File: src/rtl/uart_rx_pkt_ctrl_if.sv
// Byte-stream and packet-stream bundle for the UART packet receive controller.
// The slave modport is the controller's view; the master modport drives the
// receiver-side inputs and consumes the packet stream and status.
interface uart_rx_pkt_ctrl_if #(
    parameter int CNT_W = 16
);
    logic [7:0]       i_rx_data;
    logic             i_rx_data_valid;
    logic             i_rx_data_error;
    logic             i_rx_busy;
    logic [7:0]       o_m_data;
    logic             o_m_valid;
    logic             i_m_ready;
    logic             o_m_last;
    logic             o_drop;
    logic [1:0]       o_drop_reason;
    logic             o_overrun;
    logic [CNT_W-1:0] o_pkt_cnt;
    logic [CNT_W-1:0] o_drop_cnt;

    modport slave (
        input  i_rx_data,
        input  i_rx_data_valid,
        input  i_rx_data_error,
        input  i_rx_busy,
        input  i_m_ready,
        output o_m_data,
        output o_m_valid,
        output o_m_last,
        output o_drop,
        output o_drop_reason,
        output o_overrun,
        output o_pkt_cnt,
        output o_drop_cnt
    );

    modport master (
        output i_rx_data,
        output i_rx_data_valid,
        output i_rx_data_error,
        output i_rx_busy,
        output i_m_ready,
        input  o_m_data,
        input  o_m_valid,
        input  o_m_last,
        input  o_drop,
        input  o_drop_reason,
        input  o_overrun,
        input  o_pkt_cnt,
        input  o_drop_cnt
    );
endinterface

File: src/rtl/uart_rx_pkt_ctrl.sv
// Packet receive controller behind the UART byte receiver.
// Parses SOF, LEN, payload, CHK frames into a one-frame buffer and releases
// the payload on a ready/valid stream only once the whole frame has checked
// good. Bad or stalled frames are dropped with a reason code.
module uart_rx_pkt_ctrl #(
    parameter logic [7:0] SOF_BYTE = 8'h7E,
    parameter int         MAX_LEN  = 16,
    parameter int         TIMEOUT  = 64,
    parameter int         CNT_W    = 16
) (
    input  logic              i_rx_clk,
    input  logic              i_rx_rst,
    uart_rx_pkt_ctrl_if.slave bus
);
    localparam int IDX_W  = $clog2(MAX_LEN + 1);
    localparam int ADDR_W = (MAX_LEN > 1) ? $clog2(MAX_LEN) : 1;
    localparam int TMR_W  = $clog2(TIMEOUT + 1);

    localparam logic [IDX_W-1:0] IDX_ONE  = IDX_W'(1);
    localparam logic [TMR_W-1:0] TMR_ONE  = TMR_W'(1);
    localparam logic [TMR_W-1:0] TMR_LAST = TMR_W'(TIMEOUT - 1);
    localparam logic [CNT_W-1:0] CNT_ONE  = CNT_W'(1);

    localparam logic [1:0] R_PARITY  = 2'd0;
    localparam logic [1:0] R_LENGTH  = 2'd1;
    localparam logic [1:0] R_CHKSUM  = 2'd2;
    localparam logic [1:0] R_TIMEOUT = 2'd3;

    typedef enum logic [2:0] {
        S_IDLE,
        S_LEN,
        S_PAYLOAD,
        S_CHK,
        S_DRAIN
    } state_t;

    state_t           state_q, state_d;
    logic [IDX_W-1:0] len_q, len_d;
    logic [IDX_W-1:0] wr_idx_q, wr_idx_d;
    logic [IDX_W-1:0] rd_idx_q, rd_idx_d;
    logic [7:0]       chk_q, chk_d;
    logic [TMR_W-1:0] tmr_q, tmr_d;
    logic             m_valid_q, m_valid_d;
    logic             drop_q, drop_d;
    logic [1:0]       reason_q, reason_d;
    logic             overrun_q, overrun_d;
    logic [CNT_W-1:0] pkt_cnt_q, pkt_cnt_d;
    logic [CNT_W-1:0] drop_cnt_q, drop_cnt_d;

    logic [7:0]       mem_q [MAX_LEN];
    logic             mem_we;

    logic             byte_ev;
    logic             timed;
    logic             timeout_hit;
    logic             drop_req;
    logic [1:0]       drop_code;
    logic             rd_last;

    // Frame parser, drain handshake, inter-byte timer and statistics next-state
    always_comb begin
        state_d     = state_q;
        len_d       = len_q;
        wr_idx_d    = wr_idx_q;
        rd_idx_d    = rd_idx_q;
        chk_d       = chk_q;
        tmr_d       = tmr_q;
        m_valid_d   = m_valid_q;
        drop_d      = 1'b0;
        reason_d    = reason_q;
        overrun_d   = 1'b0;
        pkt_cnt_d   = pkt_cnt_q;
        drop_cnt_d  = drop_cnt_q;
        mem_we      = 1'b0;
        drop_req    = 1'b0;
        drop_code   = R_PARITY;

        byte_ev = bus.i_rx_data_valid;
        timed   = (state_q == S_LEN) || (state_q == S_PAYLOAD) || (state_q == S_CHK);
        rd_last = (rd_idx_q == len_q - IDX_ONE);

        if (!timed || byte_ev) begin
            tmr_d = '0;
        end else if (!bus.i_rx_busy) begin
            tmr_d = tmr_q + TMR_ONE;
        end
        timeout_hit = timed && !byte_ev && !bus.i_rx_busy && (tmr_q == TMR_LAST);

        case (state_q)
            S_IDLE: begin
                if (byte_ev && !bus.i_rx_data_error && bus.i_rx_data == SOF_BYTE) begin
                    state_d = S_LEN;
                end
            end
            S_LEN: begin
                if (byte_ev) begin
                    if (bus.i_rx_data_error) begin
                        drop_req  = 1'b1;
                        drop_code = R_PARITY;
                    end else if (bus.i_rx_data == 8'd0 || bus.i_rx_data > 8'(MAX_LEN)) begin
                        drop_req  = 1'b1;
                        drop_code = R_LENGTH;
                    end else begin
                        len_d    = bus.i_rx_data[IDX_W-1:0];
                        chk_d    = bus.i_rx_data;
                        wr_idx_d = '0;
                        state_d  = S_PAYLOAD;
                    end
                end
            end
            S_PAYLOAD: begin
                if (byte_ev) begin
                    if (bus.i_rx_data_error) begin
                        drop_req  = 1'b1;
                        drop_code = R_PARITY;
                    end else begin
                        mem_we   = 1'b1;
                        chk_d    = chk_q ^ bus.i_rx_data;
                        wr_idx_d = wr_idx_q + IDX_ONE;
                        if (wr_idx_q == len_q - IDX_ONE) begin
                            state_d = S_CHK;
                        end
                    end
                end
            end
            S_CHK: begin
                if (byte_ev) begin
                    if (bus.i_rx_data_error) begin
                        drop_req  = 1'b1;
                        drop_code = R_PARITY;
                    end else if (bus.i_rx_data != chk_q) begin
                        drop_req  = 1'b1;
                        drop_code = R_CHKSUM;
                    end else begin
                        rd_idx_d  = '0;
                        m_valid_d = 1'b1;
                        state_d   = S_DRAIN;
                    end
                end
            end
            S_DRAIN: begin
                if (byte_ev) begin
                    overrun_d = 1'b1;
                end
                if (m_valid_q && bus.i_m_ready) begin
                    if (rd_last) begin
                        m_valid_d = 1'b0;
                        state_d   = S_IDLE;
                        if (pkt_cnt_q != '1) begin
                            pkt_cnt_d = pkt_cnt_q + CNT_ONE;
                        end
                    end else begin
                        rd_idx_d = rd_idx_q + IDX_ONE;
                    end
                end
            end
            default: begin
                state_d   = S_IDLE;
                m_valid_d = 1'b0;
            end
        endcase

        if (timeout_hit) begin
            drop_req  = 1'b1;
            drop_code = R_TIMEOUT;
        end

        if (drop_req) begin
            state_d  = S_IDLE;
            drop_d   = 1'b1;
            reason_d = drop_code;
            if (drop_cnt_q != '1) begin
                drop_cnt_d = drop_cnt_q + CNT_ONE;
            end
        end
    end

    // Control state, pulses and counters; reset abandons any frame in flight
    always_ff @(posedge i_rx_clk or negedge i_rx_rst) begin
        if (!i_rx_rst) begin
            state_q    <= S_IDLE;
            len_q      <= '0;
            wr_idx_q   <= '0;
            rd_idx_q   <= '0;
            chk_q      <= '0;
            tmr_q      <= '0;
            m_valid_q  <= 1'b0;
            drop_q     <= 1'b0;
            reason_q   <= R_PARITY;
            overrun_q  <= 1'b0;
            pkt_cnt_q  <= '0;
            drop_cnt_q <= '0;
        end else begin
            state_q    <= state_d;
            len_q      <= len_d;
            wr_idx_q   <= wr_idx_d;
            rd_idx_q   <= rd_idx_d;
            chk_q      <= chk_d;
            tmr_q      <= tmr_d;
            m_valid_q  <= m_valid_d;
            drop_q     <= drop_d;
            reason_q   <= reason_d;
            overrun_q  <= overrun_d;
            pkt_cnt_q  <= pkt_cnt_d;
            drop_cnt_q <= drop_cnt_d;
        end
    end

    // Payload buffer; contents only matter once a frame has fully checked good
    always_ff @(posedge i_rx_clk) begin
        if (mem_we) begin
            mem_q[wr_idx_q[ADDR_W-1:0]] <= bus.i_rx_data;
        end
    end

    assign bus.o_m_data      = mem_q[rd_idx_q[ADDR_W-1:0]];
    assign bus.o_m_valid     = m_valid_q;
    assign bus.o_m_last      = m_valid_q && rd_last;
    assign bus.o_drop        = drop_q;
    assign bus.o_drop_reason = reason_q;
    assign bus.o_overrun     = overrun_q;
    assign bus.o_pkt_cnt     = pkt_cnt_q;
    assign bus.o_drop_cnt    = drop_cnt_q;
endmodule

File: src/flat_wrapper.sv
// flat-port wrapper written by rule: the top's interface ports become plain ports
module uart_rx_pkt_ctrl_flat 
#(
    parameter logic [7:0] SOF_BYTE = 8'h7E,
    parameter int         MAX_LEN  = 16,
    parameter int         TIMEOUT  = 64,
    parameter int         CNT_W    = 16
)
  (i_rx_clk, i_rx_rst, bus_i_rx_data, bus_i_rx_data_valid, bus_i_rx_data_error, bus_i_rx_busy, bus_i_m_ready, bus_o_m_data, bus_o_m_valid, bus_o_m_last, bus_o_drop, bus_o_drop_reason, bus_o_overrun, bus_o_pkt_cnt, bus_o_drop_cnt);
  uart_rx_pkt_ctrl_if #(.CNT_W(CNT_W)) bus_i ();
  input  logic i_rx_clk;
  input  logic i_rx_rst;
  input wire logic [$bits(bus_i.i_rx_data)-1:0] bus_i_rx_data;
  input wire logic [$bits(bus_i.i_rx_data_valid)-1:0] bus_i_rx_data_valid;
  input wire logic [$bits(bus_i.i_rx_data_error)-1:0] bus_i_rx_data_error;
  input wire logic [$bits(bus_i.i_rx_busy)-1:0] bus_i_rx_busy;
  input wire logic [$bits(bus_i.i_m_ready)-1:0] bus_i_m_ready;
  output wire logic [$bits(bus_i.o_m_data)-1:0] bus_o_m_data;
  output wire logic [$bits(bus_i.o_m_valid)-1:0] bus_o_m_valid;
  output wire logic [$bits(bus_i.o_m_last)-1:0] bus_o_m_last;
  output wire logic [$bits(bus_i.o_drop)-1:0] bus_o_drop;
  output wire logic [$bits(bus_i.o_drop_reason)-1:0] bus_o_drop_reason;
  output wire logic [$bits(bus_i.o_overrun)-1:0] bus_o_overrun;
  output wire logic [$bits(bus_i.o_pkt_cnt)-1:0] bus_o_pkt_cnt;
  output wire logic [$bits(bus_i.o_drop_cnt)-1:0] bus_o_drop_cnt;
  assign bus_i.i_rx_data = bus_i_rx_data;
  assign bus_i.i_rx_data_valid = bus_i_rx_data_valid;
  assign bus_i.i_rx_data_error = bus_i_rx_data_error;
  assign bus_i.i_rx_busy = bus_i_rx_busy;
  assign bus_i.i_m_ready = bus_i_m_ready;
  assign bus_o_m_data = bus_i.o_m_data;
  assign bus_o_m_valid = bus_i.o_m_valid;
  assign bus_o_m_last = bus_i.o_m_last;
  assign bus_o_drop = bus_i.o_drop;
  assign bus_o_drop_reason = bus_i.o_drop_reason;
  assign bus_o_overrun = bus_i.o_overrun;
  assign bus_o_pkt_cnt = bus_i.o_pkt_cnt;
  assign bus_o_drop_cnt = bus_i.o_drop_cnt;
  uart_rx_pkt_ctrl #(.SOF_BYTE(SOF_BYTE), .MAX_LEN(MAX_LEN), .TIMEOUT(TIMEOUT), .CNT_W(CNT_W)) u_core (.i_rx_clk(i_rx_clk), .i_rx_rst(i_rx_rst), .bus(bus_i));
endmodule
File: config.mk
export PLATFORM = sky130hd
export DESIGN_NAME = uart_rx_pkt_ctrl_flat
export DESIGN_NICKNAME = d
export VERILOG_FILES = /design/src/rtl/uart_rx_pkt_ctrl_if.sv /design/src/rtl/uart_rx_pkt_ctrl.sv /design/src/flat_wrapper.sv
export SDC_FILE = /design/constraint.sdc
export NUM_CORES = 1
export LEC_CHECK = 0
export CORE_UTILIZATION = 35
export CTS_CLUSTER_SIZE = 16
export DETAILED_ROUTE_END_ITERATION = 16
export HOLD_SLACK_MARGIN = 0.05
export PLACE_DENSITY = 0.51
export SETUP_SLACK_MARGIN = 0.5
export SLEW_MARGIN = 20
export SYNTH_ARGS = -nofsm -noshare
export SYNTH_HDL_FRONTEND = slang
export SYNTH_SLANG_ARGS = --single-unit
File: constraint.sdc
create_clock -name i_rx_clk -period 3.9 [get_ports i_rx_clk]
set_clock_uncertainty 0.2 [all_clocks]
set_input_delay 0.39 -clock i_rx_clk [delete_from_list [all_inputs] [get_ports i_rx_clk]]
set_output_delay 0.39 -clock i_rx_clk [all_outputs]
set_load 0.005 [all_outputs]
==> results of run 1 <==
==> sequential cells by signal (all words and copies together), names as in the netlist <==
| name | cells |
|---|---|
| u_core.bus.o_overrun | 1 |
| u_core.mem_q | 128 |
| u_core.bus.o_drop_cnt | 16 |
| u_core.bus.o_m_valid | 1 |
| u_core.rd_idx_q | 5 |
| u_core.bus.o_drop_reason | 2 |
| u_core.len_q | 5 |
| u_core.wr_idx_q | 5 |
| u_core.bus.o_pkt_cnt | 16 |
| u_core.state_q | 3 |
| u_core.chk_q | 8 |
| u_core.tmr_q | 7 |
| u_core.bus.o_drop | 1 |
==> repair_timing <==
item | 4_1_cts | 5_1_grt
endpoints found under the setup margin | 3 | 6
cloned | 0 | 1
hold buffers | 1 | 0
resized for setup | 0 | 2
buffers inserted | 0 | 1
pin swaps | 0 | 1
endpoints found under the hold margin | 70 | 0
==> where the power goes <==
part	switching (mW)	internal (mW)
clock	0.864	0.993
sequential	0.150	2.36
combinational	0.313	0.296
==> worst reg2reg max path: stages, from the launching register on <==
cell	delay [ns]
sky130_fd_sc_hd__dfrtp_2	0.41
sky130_fd_sc_hd__inv_1	0.06
sky130_fd_sc_hd__ha_1	0.24
sky130_fd_sc_hd__xor3_1	0.37
sky130_fd_sc_hd__nor3_2	0.23
sky130_fd_sc_hd__nand3_2	0.19
sky130_fd_sc_hd__a311oi_4	0.74
sky130_fd_sc_hd__mux2_2	0.41
==> metal layers <==
metal | global-route usage (%) | vias up
met5 | 0 | -
met4 | 3.593 | 0
met3 | 3.247 | 10
met2 | 26.72 | 104
met1 | 21.22 | 2637
li1 | - | 2325
==> logic make-up (layout without fill, tap and decap cells) <==
| group | Yosys count | in the layout | synth area share [%] |
|---|---|---|---|
| mux | 48 | 48 | 11.33 |
| compound gates | 46 | 46 | 4.290 |
| buf+inv | 34 | 134 | 1.865 |
| simple gates | 171 | 171 | 10.24 |
| flops | 198 | 198 | 64.16 |
| xor+xnor | 63 | 63 | 6.815 |
| fa+ha+maj | 9 | 9 | 1.291 |
==> cells in the mapped netlist, types with 2 or more instances <==
cell type	count	area, µm²
sky130_fd_sc_hd__nand2b_1	3	18.77
sky130_fd_sc_hd__nand2_1	53	198.9
sky130_fd_sc_hd__ha_1	9	112.6
sky130_fd_sc_hd__a221o_1	2	20.02
sky130_fd_sc_hd__dfrtp_1	70	1752
sky130_fd_sc_hd__xnor2_1	23	201.4
sky130_fd_sc_hd__xor2_1	37	324.1
sky130_fd_sc_hd__a211oi_1	6	45.04
sky130_fd_sc_hd__nand4_1	9	56.30
sky130_fd_sc_hd__buf_1	2	7.510
sky130_fd_sc_hd__mux2i_1	5	50.05
sky130_fd_sc_hd__and3_1	7	43.79
sky130_fd_sc_hd__buf_2	7	35.03
sky130_fd_sc_hd__o31ai_1	3	22.52
sky130_fd_sc_hd__nor2b_1	6	37.54
sky130_fd_sc_hd__and2_1	4	25.02
sky130_fd_sc_hd__mux2_2	3	33.78
sky130_fd_sc_hd__nand4b_1	2	17.52
sky130_fd_sc_hd__o21ai_0	12	60.06
sky130_fd_sc_hd__a2111oi_2	5	75.07
sky130_fd_sc_hd__inv_1	10	37.54
sky130_fd_sc_hd__edfxtp_1	128	3844
sky130_fd_sc_hd__xnor3_1	2	45.04
sky130_fd_sc_hd__and4_1	5	43.79
sky130_fd_sc_hd__nor2_1	30	112.6
sky130_fd_sc_hd__a21oi_1	8	40.04
sky130_fd_sc_hd__buf_6	3	33.78
sky130_fd_sc_hd__o211ai_1	2	15.01
sky130_fd_sc_hd__nor4_1	4	25.02
sky130_fd_sc_hd__nor3_1	8	40.04
sky130_fd_sc_hd__nor3b_1	4	30.03
sky130_fd_sc_hd__or3_1	5	31.28
sky130_fd_sc_hd__mux4_2	39	878.3
sky130_fd_sc_hd__clkbuf_1	11	41.29
sky130_fd_sc_hd__nand3_1	17	85.08
sky130_fd_sc_hd__nand4_2	2	25.02
==> cells in the final DEF (no fill, tap or decap), drive strengths merged, types with 6 or more instances in the layout <==
cell type        n
a211oi           7
a21oi            9
and3             7
buf             32
clkbuf          18
clkdlybuf4s50   58
dfrtp           70
edfxtp         128
ha               9
inv             18
mux4            40
nand2           53
nand3           18
nand4           11
nor2            31
nor2b            6
nor3             9
o21ai           12
xnor2           23
xor2            37
==> area by class of cell <==
type	instances	area share (%)
tap	324	3.856
inverter	10	0.3570
sequential	198	53.24
clock buffer	17	4.046
timing repair buffer	92	8.295
clock inverter	15	1.975
multi-input combinational	337	28.23
==> metrics by stage <==
stage                     power (mW)  hold slack (ns)  instances
final                          4.970           0.3032        993
after global routing           5.192           0.3379        993
after CTS                      5.020           0.3050        991
after detailed placement       3.153           0.2872        958
after global placement         3.141           0.2883        958
after floorplan                2.890          -0.1056        569
==> how the worst min path moves through the flow <==
stage	from	to	slack [ns]	cells past startpoint
global placement	u_core.bus.o_pkt_cnt[5]$_DFFE_PN0P_	u_core.bus.o_pkt_cnt[5]$_DFFE_PN0P_	0.29	1
CTS	u_core.bus.o_pkt_cnt[5]$_DFFE_PN0P_	u_core.bus.o_pkt_cnt[5]$_DFFE_PN0P_	0.31	1
floorplan	i_rx_rst	u_core.bus.o_drop$_DFF_PN0_	-0.11	0
global route	u_core.bus.o_pkt_cnt[4]$_DFFE_PN0P_	u_core.bus.o_pkt_cnt[4]$_DFFE_PN0P_	0.34	1
finish	u_core.bus.o_drop_cnt[13]$_DFFE_PN0P_	u_core.bus.o_drop_cnt[13]$_DFFE_PN0P_	0.30	1
detailed placement	u_core.bus.o_pkt_cnt[5]$_DFFE_PN0P_	u_core.bus.o_pkt_cnt[5]$_DFFE_PN0P_	0.29	1
==> results.py, run 1 <==
metrics = {
    "status": {
        "result_of_the_run": "finished clean",
    },
    "critical_path": {
        "timing.critical_path.arrival_ns": 2.64,
        "worst_path_dominant_cell_family": "multiplexers",
        "path_class": "register to primary output",
        "setup.worst_path.start": "u_core.rd_idx_q[0]$_DFFE_PN0P_",
        "worst-r2r-cell-count": 7,
        "startpoint_type": "register",
        "worstReg2RegEnd": "u_core.bus.o_pkt_cnt[1]$_DFFE_PN0P_",
        "critPathMaxStageDelay_ns": 0.56,
        "crit_required_ns": 3.31,
        "worst-path-stages": 4,
        "critical_path.cell_chain": "buf_12, mux4_2, mux4_2, clkdlybuf4s50_1",
        "path_common_cell": "sky130_fd_sc_hd__mux4_2",
        "r2r_setup_slack_ns": 0.93,
        "worst_setup_path_endpoint": "bus_o_m_data[6]",
        "end_kind": "primary output",
        "worst_path_bufs_invs": 2,
        "worstPathMaxFanout": 16,
        "timing.critical_path.slowest_stage_cell": "sky130_fd_sc_hd__mux4_2",
        "worstReg2RegStart": "u_core.len_q[0]$_DFFE_PN0P_",
    },
    "layout": {
        "final_core_util_pct": 43.11,
        "multi_input_gate_area_in_the_final_layout_mm2": 0.002968,
        "seqCellArea_mm2": 0.005598,
        "final_cell_area_mm2": 0.01051,
        "area_growth_pct": 20.56,
        "fillCellCount": 2230,
        "layout_cells_sized_above_1_pct": 18.83,
        "nets": 679,
        "antennaDiodeCount": 0,
    },
    "routing": {
        "wl_per_cell_um": 19.47,
        "antenna_left": 0,
        "met3RoutedLength_um": 732,
        "finalWirelength_um": 19330,
        "routedLengthMet1_um": 8819,
        "wl_met2_um": 9653,
        "vias_per_cell": 5.112,
        "vias": 5076,
        "drtIter0Drc": 356,
        "route.top_layer_used": "met4",
        "drt_first_pass_iters": 6,
        "post-route-drc-count": 0,
    },
    "global_routing": {
        "antenna_found_initial": 0,
        "grtUsageTotal_pct": 15.89,
        "grt_max_degree": 71,
        "grt_pass1_vias": 5362,
        "grt_first_pass_wirelength_um": 30750,
        "globalRoute.totalOverflow": 0,
    },
    "sta": {
        "hold_violations": 0,
        "unrepaired_setup_endpoints_after_global_routing": "false",
        "report.final.slew_viol_count": 0,
        "finalSetupViolCount": 0,
        "maxSlewHeadroom_pct": 38.98,
        "fin_tns_setup_ns": 0,
        "worst_pin_slew_ns": 0.9153,
        "setup_ws_ns": 0.6680,
        "final_critical_period_ns": 3.232,
        "period_share_pct": 82.87,
        "fmax_mhz": 309.4,
    },
    "clocking": {
        "clk_path_buf_depth": 2,
        "h-tree-depth": 4,
        "cts.sinks": 198,
        "cts-root-buf": "sky130_fd_sc_hd__clkbuf_16",
        "clock_insertion_delay_worst_skew_ns": 0.43,
        "clk_transition_reported_paths_ns": 0.08,
        "tritoncts_clock_tree": "built",
        "cts_inserted_buffers": 17,
    },
    "run": {
        "maxCapViolCount": 0,
    },
    "synth": {
        "synthesis.area_per_instance_um2": 15.33,
        "synth_cell_types": 59,
        "synth-main-ff-cell": "sky130_fd_sc_hd__edfxtp_1",
        "asyncSetResetFlopFracSynth_pct": 35.35,
        "synthesis.nets": 592,
        "synth-seq-cells": 198,
        "ys.warnings.count": 0,
        "synth_sequential_area_ratio_pct": 64.16,
        "post_synth_inst_count": 569,
        "post_synth_instance_area_mm2": 0.008721,
        "synth-edff-count": 128,
    },
    "floorplanning": {
        "die-area_mm2": 0.02555,
        "core_area_mm2": 0.02439,
        "design.portCount": 60,
        "dieWidth_um": 159.9,
        "effective_utilization_at_floorplan_pct": 35.75,
        "row_count": 57,
        "die_h_um": 159.9,
    },
    "placement": {
        "preCtsSetupSlack_ns": 0.6154,
        "place_area_mm2": 0.009828,
        "routabilityCongestion": 0.7718,
        "io_buffers": 59,
        "dp_hpwl_um": 12800,
    },
    "pwr": {
        "peakVddDrop_v": 0.0002928,
        "pwrdens_mw_per_mm2": 472.7,
        "power_leakage_nw": 3.733,
    },
    "hold_path": {
        "min_path_type": "register to register",
    },
}
No activity file was read; power rests on OpenSTA's default activity.
==> run 2: changes to the inputs <==
- clock period: 3.9 -> 3.1 ns (I/O delays scaled with it)
==> run 2 against run 1 <==
Global-route usage up 1.2 points. Count of clock-buffer cells in the layout unchanged. Clock power up 19%. Combinational power up 60%. Via count up 4.7%.
==> results.py, run 2 (synthesized netlist as in run 1, its figures left out) <==
metrics = {
    "global_routing": {
        "grt_pass1_vias": 5522,
        "grt_first_pass_wirelength_um": 32380,
        "antenna_found_initial": 0,
        "grtUsageTotal_pct": 17.05,
        "globalRoute.totalOverflow": 0,
        "grt_max_degree": 71,
    },
    "critical_path": {
        "worst_path_dominant_cell_family": "multiplexers",
        "worst_setup_path_endpoint": "bus_o_m_data[2]",
        "worstPathMaxFanout": 5,
        "end_kind": "primary output",
        "r2r_setup_slack_ns": 0.62,
        "setup.worst_path.start": "u_core.rd_idx_q[0]$_DFFE_PN0P_",
        "worst-r2r-cell-count": 9,
        "path_class": "register to primary output",
        "path_common_cell": "sky130_fd_sc_hd__mux4_2",
        "critPathMaxStageDelay_ns": 0.52,
        "crit_required_ns": 2.59,
        "timing.critical_path.slowest_stage_cell": "sky130_fd_sc_hd__dfrtp_2",
        "critical_path.cell_chain": "buf_12, buf_16, buf_8, mux4_2, mux4_2, buf_6",
        "startpoint_type": "register",
        "worst_path_bufs_invs": 4,
        "worst-path-stages": 6,
        "worstReg2RegStart": "u_core.len_q[0]$_DFFE_PN0P_",
        "worstReg2RegEnd": "u_core.bus.o_pkt_cnt[1]$_DFFE_PN0P_",
        "timing.critical_path.arrival_ns": 2.49,
    },
    "pwr": {
        "pwrdens_mw_per_mm2": 562.9,
        "internal_power_mw": 4.570,
        "p_clk_share_pct": 34.9,
        "power_leakage_nw": 4.125,
        "switching_share_pct": 27.92,
        "power_frac_comb_pct": 15.4,
        "power.share.sequential_pct": 49.7,
        "p_switching_mw": 1.770,
        "peakVddDrop_v": 0.0003108,
        "power.total_mw": 6.340,
    },
    "clocking": {
        "clock_insertion_delay_worst_skew_ns": 0.43,
        "cts-root-buf": "sky130_fd_sc_hd__clkbuf_16",
        "cts_inserted_buffers": 17,
        "clk_path_buf_depth": 2,
        "tritoncts_clock_tree": "built",
        "clk_transition_reported_paths_ns": 0.08,
        "cts.sinks": 198,
        "h-tree-depth": 4,
    },
    "status": {
        "result_of_the_run": "finished clean",
    },
    "floorplanning": {
        "core_area_mm2": 0.02439,
        "design.portCount": 60,
        "effective_utilization_at_floorplan_pct": 35.75,
        "dieWidth_um": 159.9,
        "die_h_um": 159.9,
        "die-area_mm2": 0.02555,
        "row_count": 57,
    },
    "sta": {
        "period_share_pct": 96.73,
        "maxSlewHeadroom_pct": 38.60,
        "report.final.slew_viol_count": 0,
        "fin_tns_setup_ns": 0,
        "worst_pin_slew_ns": 0.9210,
        "fmax_mhz": 333.5,
        "unrepaired_setup_endpoints_after_global_routing": "true",
        "final_critical_period_ns": 2.999,
        "hold_violations": 0,
        "finalSetupViolCount": 0,
    },
    "routing": {
        "drtIter0Drc": 382,
        "wl_per_cell_um": 19.62,
        "antenna_left": 0,
        "finalWirelength_um": 20720,
        "drt_first_pass_iters": 4,
        "vias_per_cell": 5.031,
        "post-route-drc-count": 0,
        "vias": 5313,
    },
    "hold_path": {
        "min_path_type": "primary input to register",
    },
    "placement": {
        "place_area_mm2": 0.01005,
        "dp_hpwl_um": 13230,
        "routabilityCongestion": 0.7520,
        "io_buffers": 59,
    },
    "layout": {
        "layout.cells.most_common": "sky130_fd_sc_hd__edfxtp_1",
        "layout_cells_sized_above_1_pct": 28.83,
        "most-common-layout-cells": "sky130_fd_sc_hd__edfxtp_1, sky130_fd_sc_hd__buf_4, sky130_fd_sc_hd__dfrtp_1",
        "final_cell_area_mm2": 0.01126,
        "largest_register_ffs": 128,
        "antennaDiodeCount": 0,
        "area_growth_pct": 29.17,
        "nets": 742,
    },
    "run": {
        "maxCapViolCount": 0,
    },
}
run 2: changes by cell type in the layout (fill, tap and decap cells not counted), sizes merged, moves of 2 or more:
cell / delta
clkinv: +2
buf: +71
clkdlybuf4s50: -10
bufinv: -2
run 2: layout make-up:
class	instances	area [µm²]
multi-input combinational	337	3054
tap	324	405.4
fill	2133	13130
timing repair buffer	155	1568
clock buffer	17	425.4
inverter	10	37.54
sequential	198	5598
clock inverter	15	176.4
run 2: per-stage QoR:
step | hold WS, ns | std cells | setup slack [ns] | utilization [%]
2_1_floorplan | -0.1856 | 569 | 0.5186 | -
5_1_grt | 0.1583 | 1056 | 0.04068 | 46.18
4_1_cts | 0.2990 | 1044 | 0.01618 | 45.25
3_5_place_dp | 0.2881 | 983 | -0.02175 | 41.22
3_3_place_gp | 0.2757 | 983 | 0.03421 | 41.22
6_report | 0.1687 | 1056 | 0.1013 | 46.18
run 2: routing by layer:
layer	part of all wire, %	wire length, µm	vias up	global-route usage [%]
li1	-	-	2454	-
met3	4.0	830	15	3.091
met4	0.83	172	0	4.416
met2	51	10580	122	29.00
met5	0	0	-	0
met1	44	9142	2722	22.52
run 2: how the worst min path moves through the flow:
stage               slack (ns)                               endpoint  depth (start not counted)                                   from
floorplan                -0.19            u_core.bus.o_drop$_DFF_PN0_                          0                               i_rx_rst
global placement          0.28  u_core.bus.o_drop_cnt[13]$_DFFE_PN0P_                          1  u_core.bus.o_drop_cnt[13]$_DFFE_PN0P_
detailed placement        0.29  u_core.bus.o_drop_cnt[13]$_DFFE_PN0P_                          1  u_core.bus.o_drop_cnt[13]$_DFFE_PN0P_
CTS                       0.30  u_core.bus.o_drop_cnt[13]$_DFFE_PN0P_                          1  u_core.bus.o_drop_cnt[13]$_DFFE_PN0P_
global route              0.16          u_core.mem_q[11][3]$_DFFE_PP_                          2                       bus_i_rx_data[3]
finish                    0.17          u_core.mem_q[11][3]$_DFFE_PP_                          2                       bus_i_rx_data[3]
run 2: power by group through the flow:
stage	registers [mW]	clock network [mW]	logic, mW
detailed placement	3.20	0	0.798
global placement	3.20	0	0.789
floorplan	3.15	0	0.486
finish	3.15	2.22	0.975
global route	3.17	2.39	1.07
CTS	3.15	2.27	0.917
run 2: timing repair:
action	in CTS	in global routing
pin swaps	4	8
hold buffers	1	0
endpoints found under the hold margin	70	0
cloned	2	2
setup buffers	26	10
resized for setup	51	23
setup endpoints to repair	30	41
==> run 3: changes to the inputs <==
- DONT_BUFFER_PORTS: not set -> 1
- PLACE_DENSITY: 0.51 -> 0.48
==> run 3 against run 2 <==
Sequential power about the same. Fmax up 9.7%. Final cell count down 9.7%. Sequential cell count unchanged. Die area unchanged. Power down 3.8%. Critical endpoint is now bus_o_m_data[7]. Worst hold slack worse by 0.057 ns. Largest power group unchanged.
==> results.py, run 3 (synthesized netlist as in run 1, its figures left out) <==
metrics = {
    "placement": {
        "preCtsSetupSlack_ns": 0.2223,
        "place_area_mm2": 0.009203,
        "io_buffers": 0,
        "routabilityCongestion": 0.7779,
        "place_inst": 894,
        "dp_hpwl_um": 12030,
    },
    "pwr": {
        "power_frac_comb_pct": 11.1,
        "p_switching_mw": 1.716,
        "peakVddDrop_v": 0.0003609,
        "power_leakage_nw": 3.616,
        "power.share.sequential_pct": 51.8,
        "switching_share_pct": 28.13,
        "internal_power_mw": 4.384,
        "p_clk_share_pct": 37.1,
        "pwrdens_mw_per_mm2": 599.4,
        "power.total_mw": 6.100,
    },
    "hold_path": {
        "min_path_type": "primary input to register",
        "hold_end": "u_core.bus.o_drop_reason[0]$_DFFE_PN0N_",
        "hold_depth": 2,
        "timing.hold.worst.start": "bus_i_rx_data_valid",
    },
    "floorplanning": {
        "die_h_um": 159.9,
        "effective_utilization_at_floorplan_pct": 35.75,
        "dieWidth_um": 159.9,
        "design.portCount": 60,
        "row_count": 57,
        "die-area_mm2": 0.02555,
        "core_area_mm2": 0.02439,
    },
    "critical_path": {
        "path_class": "register to primary output",
        "critical_path.cell_chain": "buf_12, mux4_2, mux4_1",
        "worst-r2r-cell-count": 8,
        "crit_required_ns": 2.59,
        "timing.critical_path.arrival_ns": 2.22,
        "r2r_setup_slack_ns": 0.60,
        "critPathMaxStageDelay_ns": 0.58,
        "worstReg2RegEnd": "u_core.bus.o_pkt_cnt[1]$_DFFE_PN0P_",
        "worstPathMaxFanout": 17,
        "startpoint_type": "register",
        "worstReg2RegStart": "u_core.len_q[0]$_DFFE_PN0P_",
        "setup.worst_path.start": "u_core.rd_idx_q[0]$_DFFE_PN0P_",
        "end_kind": "primary output",
        "timing.critical_path.slowest_stage_cell": "sky130_fd_sc_hd__mux4_2",
    },
    "layout": {
        "seqCellArea_mm2": 0.005598,
        "layout_cells_sized_above_1_pct": 22.10,
        "nets": 639,
        "multi_input_gate_area_in_the_final_layout_mm2": 0.002994,
        "layout.cells.non_filler": 954,
        "most-common-layout-cells": "sky130_fd_sc_hd__edfxtp_1, sky130_fd_sc_hd__dfrtp_1, sky130_fd_sc_hd__nand2_1",
        "area_growth_pct": 16.70,
        "layout.cells.most_common": "sky130_fd_sc_hd__edfxtp_1",
        "largest_register_ffs": 128,
        "final_core_util_pct": 41.73,
        "final_cell_area_mm2": 0.01018,
        "fillCellCount": 2258,
    },
    "global_routing": {
        "antenna_found_initial": 3,
        "grt_first_pass_wirelength_um": 31040,
        "grt_pass1_vias": 5291,
        "grtUsageTotal_pct": 16.33,
        "globalRoute.totalOverflow": 0,
        "grt_max_degree": 71,
    },
    "clocking": {
        "clk_transition_reported_paths_ns": 0.08,
        "cts.sinks": 198,
        "clk_path_buf_depth": 2,
        "clock_insertion_delay_worst_skew_ns": 0.44,
        "h-tree-depth": 4,
        "cts-root-buf": "sky130_fd_sc_hd__clkbuf_16",
        "tritoncts_clock_tree": "built",
        "cts_inserted_buffers": 17,
    },
    "sta": {
        "finalSetupViolCount": 0,
        "fin_tns_setup_ns": 0,
        "worst_pin_slew_ns": 0.7695,
        "unrepaired_setup_endpoints_after_global_routing": "true",
        "maxSlewHeadroom_pct": 48.53,
        "setup_ws_ns": 0.3676,
        "hold_violations": 0,
        "report.final.slew_viol_count": 0,
        "fmax_mhz": 366.0,
        "fin_hold_ws_ns": 0.1118,
        "final_critical_period_ns": 2.732,
        "period_share_pct": 88.14,
    },
    "status": {
        "result_of_the_run": "finished clean",
    },
    "routing": {
        "post-route-drc-count": 0,
        "antenna_left": 0,
        "vias_per_cell": 5.126,
        "drtIter0Drc": 319,
        "finalWirelength_um": 19760,
        "vias": 4890,
        "drt_first_pass_iters": 5,
        "wl_per_cell_um": 20.71,
    },
    "run": {
        "maxCapViolCount": 0,
    },
}
## run 3: changes by cell type in the layout (fill, tap and decap cells not counted), sizes merged
cell | before | now
buf | 103 | 39
clkdlybuf4s50 | 48 | 0
dlygate4sd3 | 1 | 13
clkbuf | 19 | 17
clkinv | 6 | 7
clkinvlp | 2 | 1
diode | 0 | 1
dlymetal6s2s | 1 | 0
## run 3: power groups by stage
stage                     sequential (mW)  clock [mW]  combinational [mW]
after detailed placement             3.22           0               0.548
after global routing                 3.19        2.43               0.765
after CTS                            3.16        2.31               0.662
after floorplan                      3.15           0               0.486
after global placement               3.21           0               0.532
final                                3.16        2.26               0.676
## run 3: final cells by class
class | instances | share of cell area, %
inverter | 10 | 0.3688
clock buffer | 17 | 4.180
clock inverter | 15 | 1.918
antenna | 1 | 0.02459
sequential | 198 | 55.00
multi-input combinational | 337 | 29.42
timing repair buffer | 52 | 5.102
tap | 324 | 3.983
## run 3: repair_timing
action | in CTS | in global routing
setup endpoints to repair | 33 | 25
buffers inserted | 10 | 1
hold buffers | 14 | 0
resized for setup | 6 | 8
pin swaps | 2 | 1
endpoints found under the hold margin | 223 | 0
cloned | 2 | 0
## run 3: how the worst max path moves through the flow
stage                                                 endpoint  depth (start not counted)  slack [ns]
after floorplan                   u_core.mem_q[0][0]$_DFFE_PP_                          5        0.52
after global placement    u_core.bus.o_pkt_cnt[13]$_DFFE_PN0P_                          9        0.32
after detailed placement  u_core.bus.o_pkt_cnt[11]$_DFFE_PN0P_                          9        0.22
after CTS                                      bus_o_m_data[7]                          3        0.34
after global routing                           bus_o_m_data[7]                          3        0.29
final                                          bus_o_m_data[7]                          3        0.37
## run 3: critical path: cells and delay by family, from the launching register on
kind / cells / cell delay, ns
buffers and inverters: 1 / 0.21
DFF: 1 / 0.43
muxes: 2 / 1.14
## run 3: layer usage
metal / vias to the layer above / track usage (%) / share of wire, %
met5: - / 0 / 0
met4: 0 / 4.545 / 1.3
met3: 20 / 4.701 / 5.6
met2: 109 / 26.64 / 49
met1: 2505 / 21.26 / 44
li1: 2256 / - / -
